File: config.mk
export PLATFORM = sky130hd
export DESIGN_NAME = gat_feat_streamer
export DESIGN_NICKNAME = d
export VERILOG_FILES = /design/src/rtl/gat_feat_streamer.sv
export SDC_FILE = /design/constraint.sdc
export NUM_CORES = 1
export LEC_CHECK = 0
export ABC_AREA = 1
export CAP_MARGIN = 5
export CELL_PAD_IN_SITES_DETAIL_PLACEMENT = 1
export CELL_PAD_IN_SITES_GLOBAL_PLACEMENT = 1
export CORE_ASPECT_RATIO = 1.25
export CORE_MARGIN = 1.5
export CORE_UTILIZATION = 46
export CTS_BUF_LIST = sky130_fd_sc_hd__clkbuf_4
export CTS_CLUSTER_DIAMETER = 200
export DETAILED_ROUTE_END_ITERATION = 10
export PLACE_DENSITY = 0.88
export RECOVER_POWER = 25
export SYNTH_ARGS = -nofsm -noshare
export SYNTH_HDL_FRONTEND = slang
export SYNTH_SLANG_ARGS = --single-unit
export TNS_END_PERCENT = 5
File: constraint.sdc
create_clock -name clk -period 1.95 [get_ports clk]
set_input_delay 0.39 -clock clk [delete_from_list [all_inputs] [get_ports clk]]
set_output_delay 0.39 -clock clk [all_outputs]
set_load 0.1 [all_outputs]
File: src/rtl/gat_feat_streamer.sv
// gat_feat_streamer
// -----------------
// Drains the GAT new-feature BRAM as an AXI4-Stream master. Once the core has
// raised gat_ready, a start request walks every word of the memory in address
// order. BRAM read latency and downstream backpressure are absorbed by a small
// FIFO. Reads are only issued while the FIFO has room for every word still
// in flight (credit control).
//
// Ports
//   clk, rst_n        : rising-edge clock, asynchronous active-low reset
//   gat_ready         : core finished, BRAM contents are final
//   start             : drain request (level or pulse), accepted only in IDLE
//   busy              : high from start accept until done
//   done              : one-cycle pulse after the last beat is handshaken
//   feat_bram_addrb   : BRAM byte address (word index << 2)
//   feat_bram_dout    : BRAM read data, valid BRAM_LATENCY cycles after addrb
//   m_axis_tdata      : stream data (FIFO head, 0 when FIFO empty)
//   m_axis_tvalid     : stream valid (FIFO not empty)
//   m_axis_tready     : stream ready
//   m_axis_tlast      : marks word NEW_FEATURE_DEPTH-1
//
// Handshake: a beat transfers on a rising edge where m_axis_tvalid and
// m_axis_tready are both high. While tvalid is high and tready is low,
// tdata and tlast hold and tvalid stays high.
module gat_feat_streamer #(
  parameter int NEW_FEATURE_WIDTH  = 32,
  parameter int NUM_SUBGRAPHS      = 2708,
  parameter int NUM_FEATURE_OUT    = 16,
  parameter int NEW_FEATURE_DEPTH  = NUM_SUBGRAPHS * NUM_FEATURE_OUT,
  parameter int NEW_FEATURE_ADDR_W = $clog2(NEW_FEATURE_DEPTH),
  parameter int BRAM_LATENCY       = 2,
  parameter int FIFO_DEPTH         = BRAM_LATENCY + 2
) (
  input  logic                            clk,
  input  logic                            rst_n,
  input  logic                            gat_ready,
  input  logic                            start,
  output logic                            busy,
  output logic                            done,
  output logic [NEW_FEATURE_ADDR_W+1:0]   feat_bram_addrb,
  input  logic [NEW_FEATURE_WIDTH-1:0]    feat_bram_dout,
  output logic [NEW_FEATURE_WIDTH-1:0]    m_axis_tdata,
  output logic                            m_axis_tvalid,
  input  logic                            m_axis_tready,
  output logic                            m_axis_tlast
);

  // Index/beat counters can hold NEW_FEATURE_DEPTH itself, so they never wrap.
  localparam int IDX_W = ($clog2(NEW_FEATURE_DEPTH + 1) < 1) ? 1 : $clog2(NEW_FEATURE_DEPTH + 1);
  localparam int PTR_W = ($clog2(FIFO_DEPTH) < 1) ? 1 : $clog2(FIFO_DEPTH);
  localparam int CNT_W = $clog2(FIFO_DEPTH + 1);
  // Credit sum (inflight + fifo_count) can reach up to 2*FIFO_DEPTH.
  localparam int CRD_W = CNT_W + 1;

  localparam logic [IDX_W-1:0] LAST_IDX = IDX_W'(NEW_FEATURE_DEPTH - 1);
  localparam logic [PTR_W-1:0] PTR_LAST = PTR_W'(FIFO_DEPTH - 1);
  localparam logic [CNT_W-1:0] CNT_FULL = CNT_W'(FIFO_DEPTH);
  localparam logic [CRD_W-1:0] CRD_MAX  = CRD_W'(FIFO_DEPTH);

  typedef enum logic [1:0] {
    IDLE  = 2'd0,
    READ  = 2'd1,
    DRAIN = 2'd2,
    DONE  = 2'd3
  } state_t;

  state_t                          state_q, state_d;
  logic [IDX_W-1:0]                rd_idx;
  logic [IDX_W-1:0]                beat_cnt;
  logic [NEW_FEATURE_ADDR_W+1:0]   addr_q;
  logic [BRAM_LATENCY-1:0]         pipe;
  logic [NEW_FEATURE_WIDTH-1:0]    fifo_mem [FIFO_DEPTH];
  logic [PTR_W-1:0]                wr_ptr, rd_ptr;
  logic [CNT_W-1:0]                fifo_count;

  logic                            accept;
  logic                            issue;
  logic                            push;
  logic                            pop;
  logic                            fifo_empty;
  logic [CRD_W-1:0]                inflight;
  logic [IDX_W+1:0]                addr_full;

  // Words requested from the BRAM but not yet in the FIFO.
  always_comb begin
    inflight = '0;
    for (int i = 0; i < BRAM_LATENCY; i++) begin
      inflight = inflight + CRD_W'(pipe[i]);
    end
  end

  assign accept     = (state_q == IDLE) && start && gat_ready;
  // Both credit terms are registered; a pop this cycle is not credited.
  assign issue      = (state_q == READ) && ((inflight + CRD_W'(fifo_count)) < CRD_MAX);
  assign push       = pipe[BRAM_LATENCY-1];
  assign fifo_empty = (fifo_count == '0);
  assign pop        = m_axis_tvalid && m_axis_tready;

  // The address is presented in the issue cycle itself and held otherwise.
  assign addr_full       = {rd_idx, 2'b00};
  assign feat_bram_addrb = issue ? addr_full[NEW_FEATURE_ADDR_W+1:0] : addr_q;

  assign m_axis_tvalid = !fifo_empty;
  assign m_axis_tdata  = fifo_empty ? '0 : fifo_mem[rd_ptr];
  assign m_axis_tlast  = m_axis_tvalid && (beat_cnt == LAST_IDX);

  assign busy = (state_q == READ) || (state_q == DRAIN);
  assign done = (state_q == DONE);

  // Next-state logic
  always_comb begin
    state_d = state_q;
    case (state_q)
      IDLE:    if (accept) state_d = READ;
      READ:    if (issue && (rd_idx == LAST_IDX)) state_d = DRAIN;
      DRAIN:   if (pop && m_axis_tlast) state_d = DONE;
      DONE:    state_d = IDLE;
      default: state_d = IDLE;
    endcase
  end

  always_ff @(posedge clk or negedge rst_n) begin
    if (!rst_n) begin
      state_q    <= IDLE;
      rd_idx     <= '0;
      beat_cnt   <= '0;
      addr_q     <= '0;
      pipe       <= '0;
      wr_ptr     <= '0;
      rd_ptr     <= '0;
      fifo_count <= '0;
    end else begin
      state_q <= state_d;
      addr_q  <= feat_bram_addrb;

      if (accept) begin
        rd_idx <= '0;
      end else if (issue) begin
        rd_idx <= rd_idx + 1'b1;
      end

      if (accept) begin
        beat_cnt <= '0;
      end else if (pop) begin
        beat_cnt <= beat_cnt + 1'b1;
      end

      // Valid shift register tracking outstanding BRAM reads.
      if (accept) begin
        pipe <= '0;
      end else begin
        pipe[0] <= issue;
        for (int i = 1; i < BRAM_LATENCY; i++) begin
          pipe[i] <= pipe[i-1];
        end
      end

      if (push) wr_ptr <= (wr_ptr == PTR_LAST) ? '0 : wr_ptr + 1'b1;
      if (pop)  rd_ptr <= (rd_ptr == PTR_LAST) ? '0 : rd_ptr + 1'b1;

      case ({push, pop})
        2'b10:   fifo_count <= fifo_count + 1'b1;
        2'b01:   fifo_count <= fifo_count - 1'b1;
        default: fifo_count <= fifo_count;
      endcase
    end
  end

  // FIFO storage needs no reset: tdata is forced to 0 while the FIFO is empty.
  always_ff @(posedge clk) begin
    if (push) fifo_mem[wr_ptr] <= feat_bram_dout;
  end

  // Credit control must make a push into a full FIFO impossible.
  fifo_no_overflow: assert property (@(posedge clk) disable iff (!rst_n)
    !(push && !pop && (fifo_count == CNT_FULL)));

endmodule
# --- Word level (Yosys, flattened, before mapping) ---
# Memory sizes are Yosys's and may differ from the RTL's.
# Cells that the tools add are included.
# Widths: inputs -> output; s select.
word_totals:
  output_inout_bits: 54
  reg_bits: 61
  word_cells: 61
  ramBits: 128
  inputBits: 37
  memories: 1
op_classes:
  n_mux: 16
  n_reduce_logical: 15
  add_sub_neg: 8
  order_cmp: 1
  eq_ne: 12
memory_table:
  columns: ["memory", "depth", "word_bits", "read_ports", "rd_ports_with_merged_regs", "wr", "line", "source"]
  rows:
  - ["fifo_mem", 4, 32, 1, 0, 1, "72", "logic [NEW_FEATURE_WIDTH-1:0] fifo_mem [FIFO_DEPTH];"]
ops:
  columns: ["cell", "n"]
  rows:
  - ["$mux 16", 4]
  - ["$add 16x1->16 const B", 2]
  - ["$eq 16x16->1 const B", 2]
  - ["$mux 32", 1]
  - ["$mux 18", 1]
  - ["$mux 2", 6]
  - ["$eq 2x2->1 const B", 5]
  - ["$pmux 2 s4", 1]
  - ["$logic_and 1x1->1", 7]
  - ["$pmux 3 s2", 1]
  - ["$reduce_bool 2->1", 3]
  - ["$add 2x1->2 const B", 2]
  - ["$add 2x3->4", 1]
  - ["$eq 2x1->1 const B", 2]
  - ["$lt 4x3->1 const B", 1]
  - ["$ne 2x1->1 const B", 2]
  - ["$add 3x1->3 const B", 1]
  - ["$logic_not 3->1", 1]
  - ["$reduce_and 3->1", 1]
  - ["$sub 3x1->3 const B", 1]
  - ["$add 1x1->2", 1]
  - ["$logic_not 2->1", 1]
  - ["$mux 1", 2]
  - ["$ne 2x2->1 const B", 1]
  - ["2 further kinds", 2]

# --- Logic depth before layout (Yosys ltp) ---
logic_depth:
  ltp_word: 7
  depth_mapped: 11
  mapped_depth_nobuf: 11

# --- Worst setup path before layout ---
# OpenSTA, ideal clock, no wires.
synth_timing:
  path_type: "reg2out"
  start: "register fifo_count[0]"
  end: "output port m_axis_tlast"
  n_path_buf: 0
  path_slack_ps: -2464
  stages_incl_launch_ff: 5
  arrival_time_ps: 4024
  path_cell_list: "dfrtp_1 inv_1 nand2_2 inv_1 nor4_1"
synth_between:
  elab_chain_len: 3
synth_lines:
  columns: ["element", "line", "source"]
  rows:
  - ["start, declared", "74", "logic [CNT_W-1:0] fifo_count;"]
  - ["start signal, assigned", "162", "2'b10: fifo_count <= fifo_count + 1'b1;"]
  - ["start signal, assigned", "163", "2'b01: fifo_count <= fifo_count - 1'b1;"]
  - ["start signal, assigned", "164", "default: fifo_count <= fifo_count;"]
  - ["$logic_not 3->1", "96", "assign fifo_empty = (fifo_count == '0);"]
  - ["$logic_not 1->1", "103", "assign m_axis_tvalid = !fifo_empty;"]
  - ["net m_axis_tvalid", "43", "output logic m_axis_tvalid,"]
  - ["$logic_and 1x1->1", "105", "assign m_axis_tlast = m_axis_tvalid && (beat_cnt == LAST_IDX);"]
  - ["end, declared", "45", "output logic m_axis_tlast"]
# The timed path passes the listed nets, and every way through them passes these cells.

# --- Final worst setup path ---
layout_timing:
  start: "register state_q[1]"
  end: "output port feat_bram_addrb[12]"
layout_between:
  elab_chain_len: 3
layout_lines:
  columns: ["element", "line", "source"]
  rows:
  - ["start, declared", "67", "state_t state_q, state_d;"]
  - ["start signal, assigned", "133", "state_q <= state_d;"]
  - ["$eq 2x1->1", "94", "assign issue = (state_q == READ) && ((inflight + CRD_W'(fifo_count)) < CRD_MAX);"]
  - ["$logic_and 1x1->1", "94", null]
  - ["$mux 18", "101", "assign feat_bram_addrb = issue ? addr_full[NEW_FEATURE_ADDR_W+1:0] : addr_q;"]
  - ["end, declared", "40", "output logic [NEW_FEATURE_ADDR_W+1:0] feat_bram_addrb,"]
# Every way passes these cells.

==> metrics.cfg <==
[drt]
wirelength_mm=24.4
drc=0
wl_per_cell_um=21.2
vias_per_cell=5.60
vias=6448
drtPass1Iterations=4
postRouteAntennaNets=0
initialDrtViolationCount=317

[synth]
ys_seq_area_frac=0.644
syn-num-nets=836
synth_top_area_cell=edfxtp_1
synth.avg_cell_area_um2=10.6
synth_top_area_share=0.461
yosys_warnings=0
synth.distinct_cells=38
netlist_area_um2=8330
synth_commonest_cells=nor2_1, edfxtp_1, o21ai_0
synth_edf_count=128
synth_seq_cells=189
synthCells=785
synth_area_leaders=edfxtp_1, dfrtp_1, nor2_1, o21ai_0, nand2_1
async_flop_share=0.323
yosysMostFrequentCell=nor2_1
synth-main-ff-cell=edfxtp_1

[floorplanning]
die_area_um2=18900
initial_core_util=0.474
core_area_um2=17600
io_pins=91
die_x_um=123
fp-row-count=54
chipHeight_um=153

[place]
port_buffers=90
globalplace.congestion=0.806
dpl.hpwl_mm=15.5

[sta]
min_period_over_period=1.34
grt_setup_unrepaired=yes
tightest_slew_ns=0.563
max_freq_ghz=0.383
drv_slew=0
fin_setup_tns_ns=-31.03
finalClockSkew_ns=0.0147
finalHoldViolCount=0
setup_ws_ns=-0.664
setup_viol=60
fin_crit_ns=2.61
maxSlewHeadroom=0.625

[clock_network]
cts_tree=yes
cts-root-buf=clkbuf_4
clkTransAtPathRegs_ns=0.17
cts_sinks=189
cts_made_buffers=17
clockBufferDepth=2
clock_latency_ns=0.60
htree_num_levels=4

[grt]
grt_pass1_wl_mm=36.9
grt_max_degree=41
antenna_found_initial=2
grt_usage=0.257
overflow=0
grt_pass1_vias=7012

[run_status]
status=finished with violations
violations=negative setup slack

[critical_path]
path_cells=inv_2, ha_4, inv_1, nor2_4, nand2_8, buf_12, inv_8, nand2_2, nand2_2, buf_12
r2r.worst_path.cells=12
critical_path_arrival_ns=2.22
slowest_stage=dfrtp_1
crit_family=buffers and inverters
cp_num_buf_inv=5
cp_max_fo=7
worst-path-stages=10
r2r-start=fifo_count[0]
critPathKind=reg2out
worst_setup_path_end_kind=output pin
cp.required_ns=1.56
slowest_delay_ns=0.44
crit_start=state_q[1]
critPathLaunchType=flop

[finish]
nNetsFinal=964
syn2layout_area_growth_pct=38.3
drive_gt1_frac=0.280
nFillCells=1742

[pwr]
powerDensity_nw_per_um2=1810
vdd_drop_max_mv=1.43
p_leak_nw=4.42
p_total_w=0.0208

[flow_run]
maxCapViolations=0

[min_path]
hp-class=in2async

worst reg2reg max path, cell delays in order, from the launching register on:
cell        delay [ns]
dfrtp_1           0.43
buf_4             0.13
buf_4             0.11
clkinvlp_4        0.16
nand2_8           0.13
nand2_4           0.05
inv_1             0.07
ha_1              0.14
inv_1             0.06
fa_1              0.41
a21oi_2           0.13
o21ai_1           0.09
xnor2_1           0.13
state kept, by name (all words and copies together) (netlist names), 3 cells and up:
| signal | count |
|---|---|
| beat_cnt | 16 |
| rd_idx | 16 |
| fifo_mem | 128 |
| addr_q | 18 |
| fifo_count | 3 |
power breakdown:
part | internal [W] | switching (W) | total (W)
Clock | 0.000709 | 0.00151 | 0.00222
Sequential | 0.00482 | 0.000356 | 0.00517
Combinational | 0.00472 | 0.00873 | 0.0134
metrics by stage:
step / setup slack [ns] / hold slack (ns) / cells / util / area (um2)
final: -0.664 / 0.326 / 1151 / 0.656 / 11500
after floorplan: -0.389 / 0.0944 / 785 / - / 8930
after CTS: -0.663 / 0.294 / 1143 / 0.644 / 11300
after global placement: -0.153 / 0.404 / 1106 / 0.620 / 10900
after global routing: -0.743 / 0.331 / 1151 / 0.656 / 11500
after detailed placement: -0.212 / 0.406 / 1106 / 0.620 / 10900
per-layer routing:
layer	track usage	up-vias	wire, um
met3	0.0453	48	829
met2	0.482	164	13800
met4	0.0739	2	524
li1	-	2943	-
met1	0.293	3291	9310
met5	0	-	16
kinds of logic (layout without fill, tap and decap cells):
logic type | count (synthesis) | in the layout | share of synthesized area
flip-flops | 189 | 189 | 0.644
AND/OR/NAND/NOR | 331 | 331 | 0.182
XOR/XNOR | 4 | 4 | 0.00420
AO/OA/AOI/OAI | 156 | 156 | 0.0977
buffers and inverters | 91 | 232 | 0.0497
other | 0 | 1 | 0
adder cells (fa/ha/maj) | 14 | 14 | 0.0219
cells in the final DEF (no fill, tap or decap), types with 17 or more instances in the layout:
master / synthesis / routed
nor2_1: 165 / 161
edfxtp_1: 128 / 128
nand2_1: 78 / 68
buf_12: 2 / 65
dfrtp_1: 61 / 60
inv_1: 52 / 47
o21ai_0: 93 / 46
o21ai_1: 10 / 39
buf_4: 2 / 33
a21oi_4: 0 / 32
dlygate4sd3_1: 0 / 27
nand3_1: 21 / 21
nand4_1: 19 / 19
nand2_2: 12 / 17
clkbuf_4: 0 / 17
layout make-up:
class                      count  area [um2]  share of cell area
antenna                        1        2.50            0.000217
clock buffer                  17         128              0.0111
clock inverter                15         169              0.0147
inverter                      57         233              0.0202
multi-input combinational    505        3280               0.284
sequential                   189        5370               0.466
tap                          224         280              0.0243
timing repair buffer         143        2070               0.179
worst paths after layout:
path / end / slack, ns
max reg2reg: fifo_count[2] / -0.18
min in group clk: fifo_mem[2][21] / 0.47
max: feat_bram_addrb[12] / -0.66
min reg2reg: addr_q[17] / 0.54
min: rd_idx[9] / 0.33
max in group asynchronous: rd_idx[2] / 0.97
timing repair:
| item | 4_1_cts | 5_1_grt |
|---|---|---|
| cloned | 2 | 1 |
| buffers inserted | 2 | 6 |
| hold endpoints to repair | 17 | 0 |
| endpoints found under the setup margin | 57 | 65 |
| pin swaps | 9 | 11 |
| hold buffers | 1 | 0 |
| gates resized for setup | 48 | 33 |
Note: power is estimated with default switching activity, not from simulation.
